--- config.mk ---
export PLATFORM = sky130hd
export DESIGN_NAME = mem_arbiter_flat
export DESIGN_NICKNAME = d
export VERILOG_FILES = /design/src/rtl/mem_arbiter_if.sv /design/src/rtl/mem_arbiter.sv /design/src/flat_wrapper.sv
export SDC_FILE = /design/constraint.sdc
export NUM_CORES = 1
export LEC_CHECK = 0
export ABC_AREA = 1
export CORE_ASPECT_RATIO = 1.25
export CORE_UTILIZATION = 40
export CTS_CLUSTER_DIAMETER = 40
export CTS_CLUSTER_SIZE = 24
export DETAILED_ROUTE_END_ITERATION = 6
export GPL_TIMING_DRIVEN = 1
export PLACE_DENSITY = 0.78
export SYNTH_ARGS = -nofsm -noshare
export SYNTH_HDL_FRONTEND = slang
export SYNTH_SLANG_ARGS = --single-unit
export TNS_END_PERCENT = 5
--- constraint.sdc ---
create_clock -name CLK -period 3.3 [get_ports CLK]
set_clock_uncertainty 0.2 [all_clocks]
set_input_delay 0.33 -clock CLK [delete_from_list [all_inputs] [get_ports CLK]]
set_output_delay 0.33 -clock CLK [all_outputs]
set_load 0.005 [all_outputs]
--- src/rtl/mem_arbiter_if.sv ---
// Bus bundle for mem_arbiter: CPU fetch/data request ports plus the shared RAM port.
// The arbiter takes the slave modport; the CPU/RAM side (or a bench) takes master.
interface mem_arbiter_if;
  logic        iREN;
  logic [31:0] iaddr;
  logic [31:0] iload;
  logic        ihit;
  logic        dREN;
  logic        dWEN;
  logic [31:0] daddr;
  logic [31:0] dstore;
  logic [31:0] dload;
  logic        dhit;
  logic        ramREN;
  logic        ramWEN;
  logic [31:0] ramaddr;
  logic [31:0] ramstore;
  logic [31:0] ramload;
  logic [1:0]  ramstate;
  logic        err;

  modport slave (
    input  iREN, iaddr, dREN, dWEN, daddr, dstore, ramload, ramstate,
    output iload, ihit, dload, dhit, ramREN, ramWEN, ramaddr, ramstore, err
  );

  modport master (
    output iREN, iaddr, dREN, dWEN, daddr, dstore, ramload, ramstate,
    input  iload, ihit, dload, dhit, ramREN, ramWEN, ramaddr, ramstore, err
  );
endinterface

--- src/rtl/mem_arbiter.sv ---
// Shared-RAM arbiter: data-first with a fetch anti-starvation streak limit, Moore hit strobes,
// sticky error on RAM ERROR or timeout. Define MEM_ARBITER_STATS_EN for access/stall counters.
module mem_arbiter #(
  parameter int MAX_D_STREAK = 4,
  parameter int TIMEOUT_CYC  = 255
) (
  input  logic        CLK,
  input  logic        RST,
  mem_arbiter_if.slave bus
`ifdef MEM_ARBITER_STATS_EN
  ,
  output logic [31:0] icount,
  output logic [31:0] dcount,
  output logic [31:0] stallcount
`endif
);

  localparam int SW = (MAX_D_STREAK < 1) ? 1 : $clog2(MAX_D_STREAK + 1);
  localparam int TW = (TIMEOUT_CYC < 2) ? 1 : $clog2(TIMEOUT_CYC + 1);
  localparam logic [SW-1:0] STREAK_MAX = SW'(MAX_D_STREAK);
  localparam logic [TW-1:0] TMO_LAST   = TW'(TIMEOUT_CYC - 1);
  localparam logic [1:0]    RAM_ACCESS = 2'd2;
  localparam logic [1:0]    RAM_ERROR  = 2'd3;

  typedef enum logic [2:0] {S_IDLE, S_IACC, S_DACC, S_IHIT, S_DHIT, S_ERR} state_t;

  state_t         state_q, state_d;
  logic [SW-1:0]  streak_q, streak_d;
  logic [TW-1:0]  tmo_q;
  logic           grant_i, grant_d;
  logic [31:0]    addr_q, store_q, iload_q, dload_q;
  logic           opw_q;
  logic           dreq, in_acc, ram_ok;

  function automatic logic [SW-1:0] sat_inc(input logic [SW-1:0] v);
    return (v == STREAK_MAX) ? v : v + 1'b1;
  endfunction

  function automatic logic [31:0] word_align(input logic [31:0] a);
    return a & 32'hFFFF_FFFC;
  endfunction

  assign dreq   = bus.dREN | bus.dWEN;
  assign in_acc = (state_q == S_IACC) || (state_q == S_DACC);
  assign ram_ok = (bus.ramstate == RAM_ACCESS);

  always_ff @(posedge CLK) begin
    if (RST) begin
      state_q  <= S_IDLE;
      streak_q <= '0;
      tmo_q    <= '0;
    end else begin
      state_q  <= state_d;
      streak_q <= streak_d;
      if (grant_i || grant_d) tmo_q <= '0;
      else if (in_acc)        tmo_q <= tmo_q + 1'b1;
    end
  end

  always_comb begin
    state_d  = state_q;
    streak_d = streak_q;
    grant_i  = 1'b0;
    grant_d  = 1'b0;
    case (state_q)
      S_IDLE: begin
        if (dreq && bus.iREN && streak_q == STREAK_MAX) begin
          state_d  = S_IACC;
          streak_d = '0;
          grant_i  = 1'b1;
        end else if (dreq) begin
          state_d  = S_DACC;
          streak_d = bus.iREN ? sat_inc(streak_q) : '0;
          grant_d  = 1'b1;
        end else if (bus.iREN) begin
          state_d  = S_IACC;
          streak_d = '0;
          grant_i  = 1'b1;
        end
      end
      S_IACC, S_DACC: begin
        if (ram_ok)
          state_d = (state_q == S_IACC) ? S_IHIT : S_DHIT;
        else if (bus.ramstate == RAM_ERROR || tmo_q == TMO_LAST)
          state_d = S_ERR;
      end
      S_IHIT, S_DHIT: state_d = S_IDLE;
      S_ERR:          state_d = S_ERR;
      default:        state_d = S_IDLE;
    endcase
  end

  // Request latches and read-data capture; requests are not re-sampled during an access.
  always_ff @(posedge CLK) begin
    if (RST) begin
      addr_q  <= '0;
      store_q <= '0;
      opw_q   <= 1'b0;
      iload_q <= '0;
      dload_q <= '0;
    end else begin
      if (grant_i || grant_d) begin
        addr_q  <= grant_d ? bus.daddr : bus.iaddr;
        store_q <= bus.dstore;
        opw_q   <= grant_d & bus.dWEN;
      end
      if (state_q == S_IACC && ram_ok)           iload_q <= bus.ramload;
      if (state_q == S_DACC && ram_ok && !opw_q) dload_q <= bus.ramload;
    end
  end

  always_comb begin
    bus.ramREN   = 1'b0;
    bus.ramWEN   = 1'b0;
    bus.ramaddr  = '0;
    bus.ramstore = '0;
    bus.ihit     = 1'b0;
    bus.dhit     = 1'b0;
    bus.err      = 1'b0;
    bus.iload    = iload_q;
    bus.dload    = dload_q;
    case (state_q)
      S_IACC: begin
        bus.ramREN  = 1'b1;
        bus.ramaddr = word_align(addr_q);
      end
      S_DACC: begin
        bus.ramREN   = ~opw_q;
        bus.ramWEN   = opw_q;
        bus.ramaddr  = word_align(addr_q);
        bus.ramstore = opw_q ? store_q : '0;
      end
      S_IHIT:  bus.ihit = 1'b1;
      S_DHIT:  bus.dhit = 1'b1;
      S_ERR:   bus.err  = 1'b1;
      default: ;
    endcase
  end

`ifdef MEM_ARBITER_STATS_EN
  always_ff @(posedge CLK) begin
    if (RST) begin
      icount     <= '0;
      dcount     <= '0;
      stallcount <= '0;
    end else begin
      if (state_q == S_IHIT) icount     <= icount + 32'd1;
      if (state_q == S_DHIT) dcount     <= dcount + 32'd1;
      if (in_acc)            stallcount <= stallcount + 32'd1;
    end
  end
`endif

endmodule

--- src/flat_wrapper.sv ---
// flat-port wrapper written by rule: the top's interface ports become plain ports
module mem_arbiter_flat 
#(
  parameter int MAX_D_STREAK = 4,
  parameter int TIMEOUT_CYC  = 255
)
  (CLK, RST, bus_iREN, bus_iaddr, bus_dREN, bus_dWEN, bus_daddr, bus_dstore, bus_ramload, bus_ramstate, bus_iload, bus_ihit, bus_dload, bus_dhit, bus_ramREN, bus_ramWEN, bus_ramaddr, bus_ramstore, bus_err);
  mem_arbiter_if bus_i ();
  input  logic CLK;
  input  logic RST;
  input wire logic [$bits(bus_i.iREN)-1:0] bus_iREN;
  input wire logic [$bits(bus_i.iaddr)-1:0] bus_iaddr;
  input wire logic [$bits(bus_i.dREN)-1:0] bus_dREN;
  input wire logic [$bits(bus_i.dWEN)-1:0] bus_dWEN;
  input wire logic [$bits(bus_i.daddr)-1:0] bus_daddr;
  input wire logic [$bits(bus_i.dstore)-1:0] bus_dstore;
  input wire logic [$bits(bus_i.ramload)-1:0] bus_ramload;
  input wire logic [$bits(bus_i.ramstate)-1:0] bus_ramstate;
  output wire logic [$bits(bus_i.iload)-1:0] bus_iload;
  output wire logic [$bits(bus_i.ihit)-1:0] bus_ihit;
  output wire logic [$bits(bus_i.dload)-1:0] bus_dload;
  output wire logic [$bits(bus_i.dhit)-1:0] bus_dhit;
  output wire logic [$bits(bus_i.ramREN)-1:0] bus_ramREN;
  output wire logic [$bits(bus_i.ramWEN)-1:0] bus_ramWEN;
  output wire logic [$bits(bus_i.ramaddr)-1:0] bus_ramaddr;
  output wire logic [$bits(bus_i.ramstore)-1:0] bus_ramstore;
  output wire logic [$bits(bus_i.err)-1:0] bus_err;
  assign bus_i.iREN = bus_iREN;
  assign bus_i.iaddr = bus_iaddr;
  assign bus_i.dREN = bus_dREN;
  assign bus_i.dWEN = bus_dWEN;
  assign bus_i.daddr = bus_daddr;
  assign bus_i.dstore = bus_dstore;
  assign bus_i.ramload = bus_ramload;
  assign bus_i.ramstate = bus_ramstate;
  assign bus_iload = bus_i.iload;
  assign bus_ihit = bus_i.ihit;
  assign bus_dload = bus_i.dload;
  assign bus_dhit = bus_i.dhit;
  assign bus_ramREN = bus_i.ramREN;
  assign bus_ramWEN = bus_i.ramWEN;
  assign bus_ramaddr = bus_i.ramaddr;
  assign bus_ramstore = bus_i.ramstore;
  assign bus_err = bus_i.err;
  mem_arbiter #(.MAX_D_STREAK(MAX_D_STREAK), .TIMEOUT_CYC(TIMEOUT_CYC)) u_core (.CLK(CLK), .RST(RST), .bus(bus_i));
endmodule
Yosys cells after proc, flatten, opt, wreduce, memory -nomap -nowiden
Index checks and enable logic that the tools add are counted.
{"block": "classes", "addsub": 2, "n_eq_ne": 12, "muxes": 28, "n_bitwise": 3, "n_reduce_logical": 15}
{"operator": "2-to-1 mux 32 bit", "count": 4}
{"operator": "2-to-1 mux 3 bit", "count": 11}
{"operator": "2-to-1 mux 1 bit", "count": 11}
{"operator": "== test 3 bit, second input constant", "count": 3}
{"operator": "one-hot mux 3 bit (3 select lines)", "count": 1}
{"operator": "adder 8 x 1 -> 8 bit, second input constant", "count": 1}
{"operator": "== test 8 bit, second input constant", "count": 1}
{"operator": "== test 3 x 2 -> 1 bit, second input constant", "count": 2}
{"operator": "logical AND 1 bit", "count": 5}
{"operator": "== test 2 bit, second input constant", "count": 2}
{"operator": "!= test 4 x 2 -> 1 bit, second input constant", "count": 1}
{"operator": "!= test 4 bit, second input constant", "count": 1}
{"operator": "OR reduction 2 bit", "count": 2}
{"operator": "adder 3 x 1 -> 3 bit, second input constant", "count": 1}
{"operator": "== test 3 x 1 -> 1 bit, second input constant", "count": 1}
{"operator": "zero test 3 bit", "count": 1}
{"operator": "logical OR 1 bit", "count": 3}
{"operator": "!= test 3 x 1 -> 1 bit, second input constant", "count": 1}
{"operator": "AND reduction 3 bit", "count": 1}
{"operator": "nonzero test 3 bit", "count": 1}
{"operator": "one-hot mux 1 bit (2 select lines)", "count": 1}
{"operator": "AND reduction 2 bit", "count": 1}
{"operator": "bitwise AND 1 bit", "count": 1}
{"operator": "zero test 1 bit", "count": 1}
{"operator": "other kinds (2)", "count": 2}
{"block": "totals", "ff_bits": 143, "out_inout_bits": 133, "elab_cells": 68}

Longest topological paths before layout
Gate-level depths: netlist of run 1.
{"block": "logic_depth", "ltp_word": 7, "depth_mapped": 10, "mapped_depth_nobuf": 10}

Least setup slack after synthesis of run 1
Ideal clock, no wire load.
{"block": "synth_path", "path_kind": "register -> output", "start": "register u_core.state_q[0]", "end": "output port bus_ramaddr[10]", "arrival_time_ns": 1.132, "slack_ns": 1.638, "path_stages_with_launch": 8, "n_path_buf": 1, "cell_sequence": "dfxtp_1 > inv_1 > nor2_1 > nand2_1 > nand2_4 > inv_1 > buf_2 > nor2_1"}
{"block": "synth_between", "elab_chain_len": 3, "word_cells_on_any_way": 4, "cone_classes": "eq/ne: 2; mux: 1; reduce/logical: 1"}
{"item": "start, declared", "line": "mem_arbiter.sv:27", "text": "state_t state_q, state_d;"}
{"item": "start signal, assigned", "line": "mem_arbiter.sv:53", "text": "state_q <= state_d;"}
{"item": "== test 3 x 2 -> 1 bit or == test 3 x 1 -> 1 bit (tied branches)", "line": "mem_arbiter.sv:122", "text": "case (state_q)"}
{"item": "OR reduction 2 bit (no source line) *"}
{"item": "2-to-1 mux 32 bit *", "line": "mem_arbiter.sv:122"}
{"item": "end, declared", "line": "flat_wrapper.sv:25", "text": "output wire logic [$bits(bus_i.ramaddr)-1:0] bus_ramaddr;"}
Mark *: on every way between the ends. The rest lies on a longest branch, timed or not.

Worst setup path after layout of run 1
{"block": "layout_path", "start": "register u_core.state_q[0]", "end": "output port bus_ramaddr[12]"}
Same word-level chain as after synthesis.

==> results of run 1 <==
## per-stage QoR
stage               hold WS (ps)  utilization, %  TNS (ps)  area (sq um)  power, uW
floorplan                  199.1               -         0          5839       3402
global placement           252.2           59.58         0          8547       4196
detailed placement         255.9           59.58         0          8547       4244
CTS                        267.6           63.40         0          9096       6035
global route               278.5           63.40    -82.95          9096       6368
finish                     265.0           63.40         0          9096       5966
## synthesized netlist by cell type (all sizes together)
| library cell | count | area [sq um] |
|---|---|---|
| nor3b | 1 | 12.51 |
| nand3 | 11 | 60.06 |
| clkbuf | 12 | 45.04 |
| ha | 4 | 50.05 |
| nor3 | 5 | 25.02 |
| o22ai | 1 | 6.260 |
| conb | 1 | 3.750 |
| buf | 34 | 190.2 |
| a211oi | 1 | 7.510 |
| nor2 | 209 | 809.5 |
| nand2 | 103 | 411.6 |
| o21ai | 131 | 655.6 |
| a31oi | 1 | 6.260 |
| a21oi | 8 | 40.04 |
| or2 | 1 | 6.260 |
| o211ai | 29 | 217.7 |
| inv | 118 | 442.9 |
| dfxtp | 141 | 2823 |
| o21bai | 1 | 7.510 |
| nand4 | 1 | 6.260 |
| xor2 | 1 | 8.760 |
## per-layer routing
layer	vias up	track usage, %	part of all wire, %
li1	3026	-	-
met1	2551	22.39	39
met2	194	38.26	49
met3	19	8.476	11
met4	0	7.630	1.3
met5	-	0	0
## report_power, final
part | leakage [uW] | internal (uW) | switching [uW] | total [uW]
sequential | 0.00115 | 2100 | 134 | 2230
combinational | 0.00219 | 857 | 1100 | 1960
clock | 0.000255 | 997 | 776 | 1770
## final cells by class
type	instances	area (sq um)
Clock buffer	19	442.9
Clock inverter	13	106.4
Fill cell	1302	5250
Inverter	118	442.9
Multi-Input combinational cell	510	2344
Sequential cell	141	2823
Tap cell	178	222.7
Timing Repair Buffer	273	2715
## layout by cell type, fill, tap and decap left out
| master | count |
|---|---|
| nand4_1 | 1 |
| o21bai_1 | 1 |
| nand2_1 | 97 |
| xor2_1 | 1 |
| dfxtp_1 | 141 |
| clkbuf_8 | 1 |
| buf_12 | 1 |
| buf_4 | 11 |
| o211ai_1 | 29 |
| o21ai_1 | 34 |
| nor2_1 | 205 |
| o22ai_1 | 1 |
| clkinvlp_4 | 5 |
| a31oi_1 | 1 |
| clkinv_4 | 1 |
| inv_2 | 5 |
| a21oi_1 | 8 |
| nor3b_2 | 1 |
| clkbuf_1 | 1 |
| inv_1 | 113 |
| inv_8 | 1 |
| clkdlybuf4s50_1 | 261 |
| nor3_1 | 5 |
| nand3_2 | 1 |
| clkbuf_16 | 17 |
| nand2_2 | 4 |
| conb_1 | 2 |
| nand3_1 | 10 |
| o21ai_0 | 97 |
| or2_0 | 1 |
| nor2_4 | 4 |
| a211oi_1 | 1 |
| clkinv_2 | 1 |
| nand2_4 | 2 |
| inv_6 | 5 |
| ha_1 | 4 |
## cells by family after synthesis
logic type	count (synthesis)	share of synthesized area, %
flip-flops	141	48.37
AND/OR/NAND/NOR	331	22.81
adder cells (fa/ha/maj)	4	0.8577
AO/OA/AOI/OAI	172	16.12
XOR/XNOR	1	0.1501
other	1	0.06426
buffers and inverters	164	11.62
## worst max-delay path: stages, from the launching register on
cell             delay [ps]
dfxtp_1                 430
inv_1                    80
nor2_1                  130
nand2_1                 120
nand2_4                 120
inv_1                   430
nor2_1                  250
clkdlybuf4s50_1         570
## sequential cells by signal, indices dropped and copies added (netlist names)
name	cells
u_core.store_q	32
u_core.bus.dload	32
u_core.streak_q	3
u_core.state_q	3
u_core.tmo_q	8
u_core.addr_q	30
u_core.bus.iload	32
u_core.opw_q	1
## worst min-delay path by stage
stage | slack (ps) | cells past startpoint | start | endpoint
after global placement | 250 | 2 | u_core.addr_q[15] | u_core.addr_q[15]
after floorplan | 200 | 1 | RST | u_core.state_q[0]
final | 270 | 2 | u_core.addr_q[31] | u_core.addr_q[31]
after CTS | 270 | 2 | u_core.addr_q[5] | u_core.addr_q[5]
after global routing | 280 | 2 | u_core.addr_q[8] | u_core.addr_q[8]
after detailed placement | 260 | 2 | u_core.addr_q[5] | u_core.addr_q[5]
==> summary.txt, run 1 <==
Area growth, synth to finish - 55.87%
reg2reg start - u_core.state_q[0]
Max Clk Rate - 0.3234 GHz
Final Routed Wirelength - 16.53 mm
period utilisation layout - 93.70%
# rows - 49
Die H - 137.0 um
unrepaired setup endpoints after global routing - yes
worst-margin pin slew - 1061 ps
Clock Tree Buf Depth - 2
CTS clk-pin slew, worst paths - 60 ps
io pins - 268
first-pass GRT wire length - 24.86 mm
Clock Sinks - 141
status - complete, no violations
worst path required time - 2770 ps
DR vias/cell - 4.625
die width - 110.0 um
Rel. slew slack - 29.16%
Starting DRT DRC Count - 215
vias in the first global route - 5,249
Placed Cells - 1,220
max cap viols - 0
worst skew pair latency - 410 ps
global route overflow - 0
overall global routing resource usage - 21.42%
DR vias - 5,790
initial antenna violation count - 0
path type of the worst setup path - flip-flop to primary output
Power Density - 655.9 mW/mm^2
DRC viols - 0
core area - 0.01435 sq mm
Inserted Diodes - 0
worst vdd ir - 0.3629 mV
Starting Density - 40.68%
Final setup viols - 0
post-synthesis sequential area ratio - 48.37%
ANT nets after route - 0
crit path to - bus_ramaddr[12]
max-slew violations - 0
crit path DAT - 2560 ps
CTS Buf Count - 17
post-CTS setup buffers - 0
die area - 0.01508 sq mm
Final Hold Fails - 0
worst reg2reg path endpoint - u_core.store_q[15]
Worst setup SP type - flip-flop
GP Congestion - 0.8026
largest net degree at the start of global routing - 69
Setup crit start - u_core.state_q[0]
I/O Buffers - 261
cts repair resizes - 0
Worst setup EP type - primary output
drt first pass iters - 4
hpwl dp - 11.77 mm
Mapped Area - 0.005836 sq mm
post-synthesis register bit count - 141
HP Class - flip-flop to flip-flop
R2R cell count - 8
H-tree levels - 4
clk root buf - clkbuf_16
non-filler cells, final - 1,252
Final WS setup - 207.8 ps
WL/cell - 13.20 um
Cells after Synth - 814
Final min period - 3092 ps
Leak - 0.003598 uW
r2r setup slk - 1190 ps
CTS tree - built
hold_buf cts - 0
Final Net Count - 1,200
Synth warnings - 0
CP Max Fanout - 32
synth unique cells - 29
mean area per synthesized cell - 7.169 sq um
share of layout cells above drive strength 1 - 5.587%
pre-CTS worst setup slack - 626.5 ps
Power figures use the tool's default switching activity.
==> run 2, diff against run 1 <==
Settings changed: CELL_PAD_IN_SITES_DETAIL_PLACEMENT from default to 1, CELL_PAD_IN_SITES_GLOBAL_PLACEMENT from default to 1, CORE_UTILIZATION 40 to 30, PLACE_DENSITY 0.78 to 0.84.
==> run 2 against run 1 <==
  * Combinational power rose by 3%
  * Critical endpoint is now bus_ramaddr[27]
  * Hold slack improved by 2.7 ps
  * Register-to-register slack better by 40 ps
  * Critical path type unchanged
  * Via count increased by 3.8%
  * Setup slack improved by 190 ps
  * Largest power group unchanged
  * First-iteration DRC count down 7.4%
  * Global-route usage shrank 2.0 points
  * Total power is 2.9% higher
  * Clock power up 6%
==> summary.txt, run 2 (synthesis gave the netlist of run 1 again) <==
# rows - 56 (+14%)
global route overflow - 0 (unchanged)
overall global routing resource usage - 19.47% (-2.0 points)
ANT nets after route - 0 (unchanged)
cts repair resizes - 0 (unchanged)
Die H - 157.9 um (+15%)
CTS Buf Count - 17 (unchanged)
DR vias/cell - 4.619 (-0.13%)
Inserted Diodes - 0 (unchanged)
HP Class - flip-flop to flip-flop
Starting DRT DRC Count - 199 (-7.4%)
WL/cell - 15.00 um (+14%)
Max Clk Rate - 0.3442 GHz (+6.4%)
Final Routed Wirelength - 19.51 mm (+18%)
first-pass GRT wire length - 30.44 mm (+22%)
most frequent cells in the layout - clkdlybuf4s50_1, nor2_1, dfxtp_1
setup TNS - 0 ps (unchanged)
status - complete, no violations
Starting Density - 30.85% (-9.8 points)
vias in the first global route - 6,146 (+17%)
filler cell count - 2,340 (+80%)
max-slew violations - 0 (unchanged)
worst vdd ir - 0.3036 mV (-16%)
DRC viols - 0 (unchanged)
H-tree levels - 4 (unchanged)
Clock Sinks - 141 (unchanged)
Clock Tree Buf Depth - 2 (unchanged)
core area - 0.01892 sq mm (+32%)
Power Density - 668.9 mW/mm^2 (+2.0%)
clk root buf - clkbuf_16
worst path required time - 2770 ps (about the same)
Placed Cells - 1,270 (+4.1%)
Area growth, synth to finish - 57.29%
Leak - 0.003599 uW (about the same)
post-CTS setup buffers - 0 (unchanged)
CP Max Fanout - 30 (-6.3%)
share of layout cells above drive strength 1 - 5.145% (-0.44 points)
commonest non-fill, non-tap cell in the layout - clkdlybuf4s50_1
worst-margin pin slew - 1109 ps (+47.59 ps)
Final min period - 2906 ps (-186.6 ps)
die area - 0.02002 sq mm (+33%)
period utilisation layout - 88.05% (-5.7 points)
unrepaired setup endpoints after global routing - no
worst skew pair latency - 410 ps (about the same)
CTS clk-pin slew, worst paths - 60 ps (about the same)
I/O Buffers - 261 (unchanged)
largest net degree at the start of global routing - 67 (-2.9%)
Worst setup EP type - primary output
non-filler cells, final - 1,301 (+3.9%)
Worst setup SP type - flip-flop
Rel. slew slack - 25.98% (-3.2 points)
Final Hold Fails - 0 (unchanged)
DR vias - 6,009 (+3.8%)
max cap viols - 0 (unchanged)
r2r setup slk - 1230 ps (+40 ps)
Final Net Count - 1,196 (-0.33%)
initial antenna violation count - 0 (unchanged)
io pins - 268 (unchanged)
crit path DAT - 2380 ps (-180 ps)
drt first pass iters - 4 (unchanged)
CTS tree - built
die width - 126.7 um (+15%)
GP Congestion - 0.7587 (-5.5%)
hpwl dp - 13.90 mm (+18%)
path type of the worst setup path - flip-flop to primary output
Final setup viols - 0 (unchanged)
hold_buf cts - 0 (unchanged)
==> run 2: cell types whose count changed in the layout (fill, tap and decap cells not counted), sizes merged <==
cell,delta
buf,-4
bufinv,+2
clkbuf,-1
clkinv,+2
clkinvlp,-1
inv,-3
==> run 2: path summary, 6_finish.rpt <==
check | startpoint | endpoint | cells past startpoint
max | u_core.state_q[0] | bus_ramaddr[27] | 8
min | u_core.addr_q[20] | u_core.addr_q[20] | 2
max reg2reg | u_core.state_q[1] | u_core.bus.iload[30] | 6
min reg2reg | u_core.addr_q[20] | u_core.addr_q[20] | 2
==> run 2: power by group <==
part           switching [uW]  leakage [uW]  total, uW  internal [uW]
clock network             763      0.000269       1870           1110
registers                 142       0.00115       2240           2100
logic                    1160       0.00218       2020            863
total                    2070       0.00360       6140           4070
==> run 2: cell type report <==
class	instances	area, sq um	share of cell area [%]
clock buffer	18	429.2	4.676
clock inverter	13	140.1	1.527
sequential	141	2823	30.75
inverter	118	442.9	4.826
timing repair buffer	269	2710	29.53
tap	232	290.3	3.162
multi-input combinational	510	2344	25.53
==> run 2: per-stage QoR <==
step	utilization, %	area, sq um	power, uW	hold WS, ps	setup WS [ps]
after detailed placement	45.51	8610	4327	259.8	788.6
after global placement	45.51	8610	4244	250.0	802.9
final	48.52	9179	6140	267.7	394.4
after floorplan	-	5839	3402	199.1	1638
after global routing	48.52	9179	6551	270.3	193.9
after CTS	48.52	9179	6233	268.5	335.1
==> run 2: routing by layer <==
metal | track usage (%) | wire length [um] | part of all wire (%) | vias to the layer above
li1 | - | - | - | 3010
met3 | 7.469 | 1630 | 8.4 | 29
met2 | 36.78 | 9795 | 50 | 188
met1 | 19.36 | 7672 | 39 | 2782
met4 | 6.916 | 413 | 2.1 | 0
met5 | 0 | 0 | 0 | -
==> run 2: worst max-delay path, cell delays in order (launching register included) <==
cell and delay [ps]:
dfxtp_1 440, inv_1 90, nor2_1 150, nand2_1 130
nand2_4 140, inv_1 100, buf_4 250, nor2_1 130
clkdlybuf4s50_1 530
==> run 3, diff against run 2 <==
Settings changed: REMOVE_ABC_BUFFERS from default to 1.
==> run 3 against run 2 <==
  * Critical path depth is 2 lower
  * Core utilization is 0.24 points higher
  * Register-to-register slack worse by 80 ps
  * Sequential power hardly changed
  * Total power increased by 0.81%
  * Cell count grew 0.46%
  * Combinational power rose by 3%
  * Clock-buffer cell count did not move
  * Sequential share of layout area shrank 0.15 points
  * Final area is 0.50% higher
  * First-iteration DRC count up 6.5%
  * Critical endpoint is now bus_ramstore[7]
  * Highest routed layer unchanged
==> summary.txt, run 3 (synthesis gave the netlist of run 1 again) <==
r2r setup slk - 1150 ps (-80 ps)
commonest non-fill, non-tap cell in the layout - clkdlybuf4s50_1
unrepaired setup endpoints after global routing - no
CTS Buf Count - 17 (unchanged)
setup TNS - 0 ps (unchanged)
non-filler cells, final - 1,307 (+0.46%)
clk root buf - clkbuf_16
Die H - 157.9 um (unchanged)
Most Crowded Layer GR - met2
global routing usage on met2 - 36.44% (-0.34 points)
Final Routed Wirelength - 19.47 mm (-0.21%)
Clock Sinks - 141 (unchanged)
CTS tree - built
overall global routing resource usage - 19.98% (+0.51 points)
largest net degree at the start of global routing - 67 (unchanged)
vias in the first global route - 6,384 (+3.9%)
final core utilization - 48.76% (+0.24 points)
CTS clk-pin slew, worst paths - 60 ps (about the same)
CP dominant cell by count - nor2_1
max-slew violations - 0 (unchanged)
Final min period - 3036 ps (+130.7 ps)
Design Area, Final - 0.009225 sq mm (+0.50%)
max cap viols - 0 (unchanged)
io pins - 268 (unchanged)
worst path required time - 2770 ps (about the same)
GP Congestion - 0.7537 (-0.66%)
die width - 126.7 um (unchanged)
initial antenna violation count - 0 (unchanged)
Final Net Count - 1,201 (+0.42%)
Clock Tree Buf Depth - 2 (unchanged)
# rows - 56 (unchanged)
status - complete, no violations
Final Hold Fails - 0 (unchanged)
worst vdd ir - 0.3366 mV (+11%)
HP Class - flip-flop to flip-flop
Leak - 0.003621 uW (+0.60%)
hold_buf cts - 0 (unchanged)
Starting Density - 30.85% (unchanged)
DR vias - 6,021 (+0.20%)
CP top delay family - buffers and inverters
crit path DAT - 2510 ps (+130 ps)
most frequent cells in the layout - clkdlybuf4s50_1, nor2_1, dfxtp_1
Critical Path, Cell by Cell - nor2_4, nand2_2, nor2_1, inv_1, nor2_1, clkdlybuf4s50_1
Max Clk Rate - 0.3293 GHz (-4.3%)
DP Area - 0.008625 sq mm (+0.17%)
Hold Startpoint - u_core.addr_q[11]
worst-margin pin slew - 1102 ps (-7.482 ps)
DRC viols - 0 (unchanged)
CP Max Fanout - 32 (+6.7%)
DR vias/cell - 4.607 (-0.26%)
core area - 0.01892 sq mm (unchanged)
period utilisation layout - 92.01% (+4.0 points)
H-tree levels - 4 (unchanged)
ANT nets after route - 0 (unchanged)
WL/cell - 14.90 um (-0.66%)
Starting DRT DRC Count - 212 (+6.5%)
Max stage delay cell, worst path - clkdlybuf4s50_1
drt first pass iters - 4 (unchanged)
path type of the worst setup path - flip-flop to primary output
Inserted Diodes - 0 (unchanged)
first-pass GRT wire length - 31.33 mm (+2.9%)
Rel. slew slack - 26.48% (+0.50 points)
Worst setup EP type - primary output
reg2reg start - u_core.state_q[0]
Crit path largest cell delay - 530 ps (about the same)
routing usage on met1 - 21.00% (+1.6 points)
Buf+Inv Stages, Crit Path - 2 (-2)
Worst setup SP type - flip-flop
hold slack - 262.5 ps (-5.212 ps)
Power Density - 670.9 mW/mm^2 (+0.30%)
Setup crit start - u_core.state_q[0]
share of layout cells above drive strength 1 - 5.860% (+0.72 points)
hpwl dp - 14.01 mm (+0.79%)
Placed Cells - 1,272 (+0.16%)
worst skew pair latency - 410 ps (about the same)
global route overflow - 0 (unchanged)
Final setup viols - 0 (unchanged)
die area - 0.02002 sq mm (unchanged)
Area growth, synth to finish - 58.08%
grt met3 use - 7.739% (+0.27 points)
I/O Buffers - 261 (unchanged)
[run 3: final timing paths]
path,endpoint,cells past startpoint
max,bus_ramstore[7],6
min,u_core.addr_q[11],2
max reg2reg,u_core.store_q[8],9
min reg2reg,u_core.addr_q[11],2
[run 3: where the power goes]
group / switching (uW) / total [uW] / internal [uW] / leakage [uW]
logic: 1180 / 2090 / 908 / 0.00220
registers: 144 / 2240 / 2100 / 0.00115
clock network: 785 / 1850 / 1070 / 0.000270
[run 3: per-layer routing]
| layer | vias to the layer above | routed length, um | share of wire (%) |
|---|---|---|---|
| met5 | - | 0 | 0 |
| met4 | 0 | 283 | 1.5 |
| met3 | 19 | 1841 | 9.5 |
| met2 | 204 | 9290 | 48 |
| li1 | 3019 | - | - |
| met1 | 2779 | 8055 | 41 |
[run 3: repair_timing]
action / in CTS / in global routing
gates resized for setup: 0 / 1
setup buffers: 0 / 3
setup endpoints to repair: 0 / 11
[run 3: stage by stage]
stage,total power (uW),worst slack [ps]
finish,6189,263.7
floorplan,3289,790.2
detailed placement,4345,626.7
global route,6639,15.76
CTS,6250,149.9
global placement,4270,678.5
[run 3: tightest hold or removal path, stage by stage, from the launching register on]
cell and delay, ps:
dfxtp_1 300, inv_1 60, o21ai_1 60
[run 3: cell type report]
class,count,area (sq um)
Clock buffer,18,439.2
Clock inverter,14,135.1
Fill cell,2346,9693
Inverter,118,446.7
Multi-Input combinational cell,510,2344
Sequential cell,141,2823
Tap cell,232,290.3
Timing Repair Buffer,274,2748
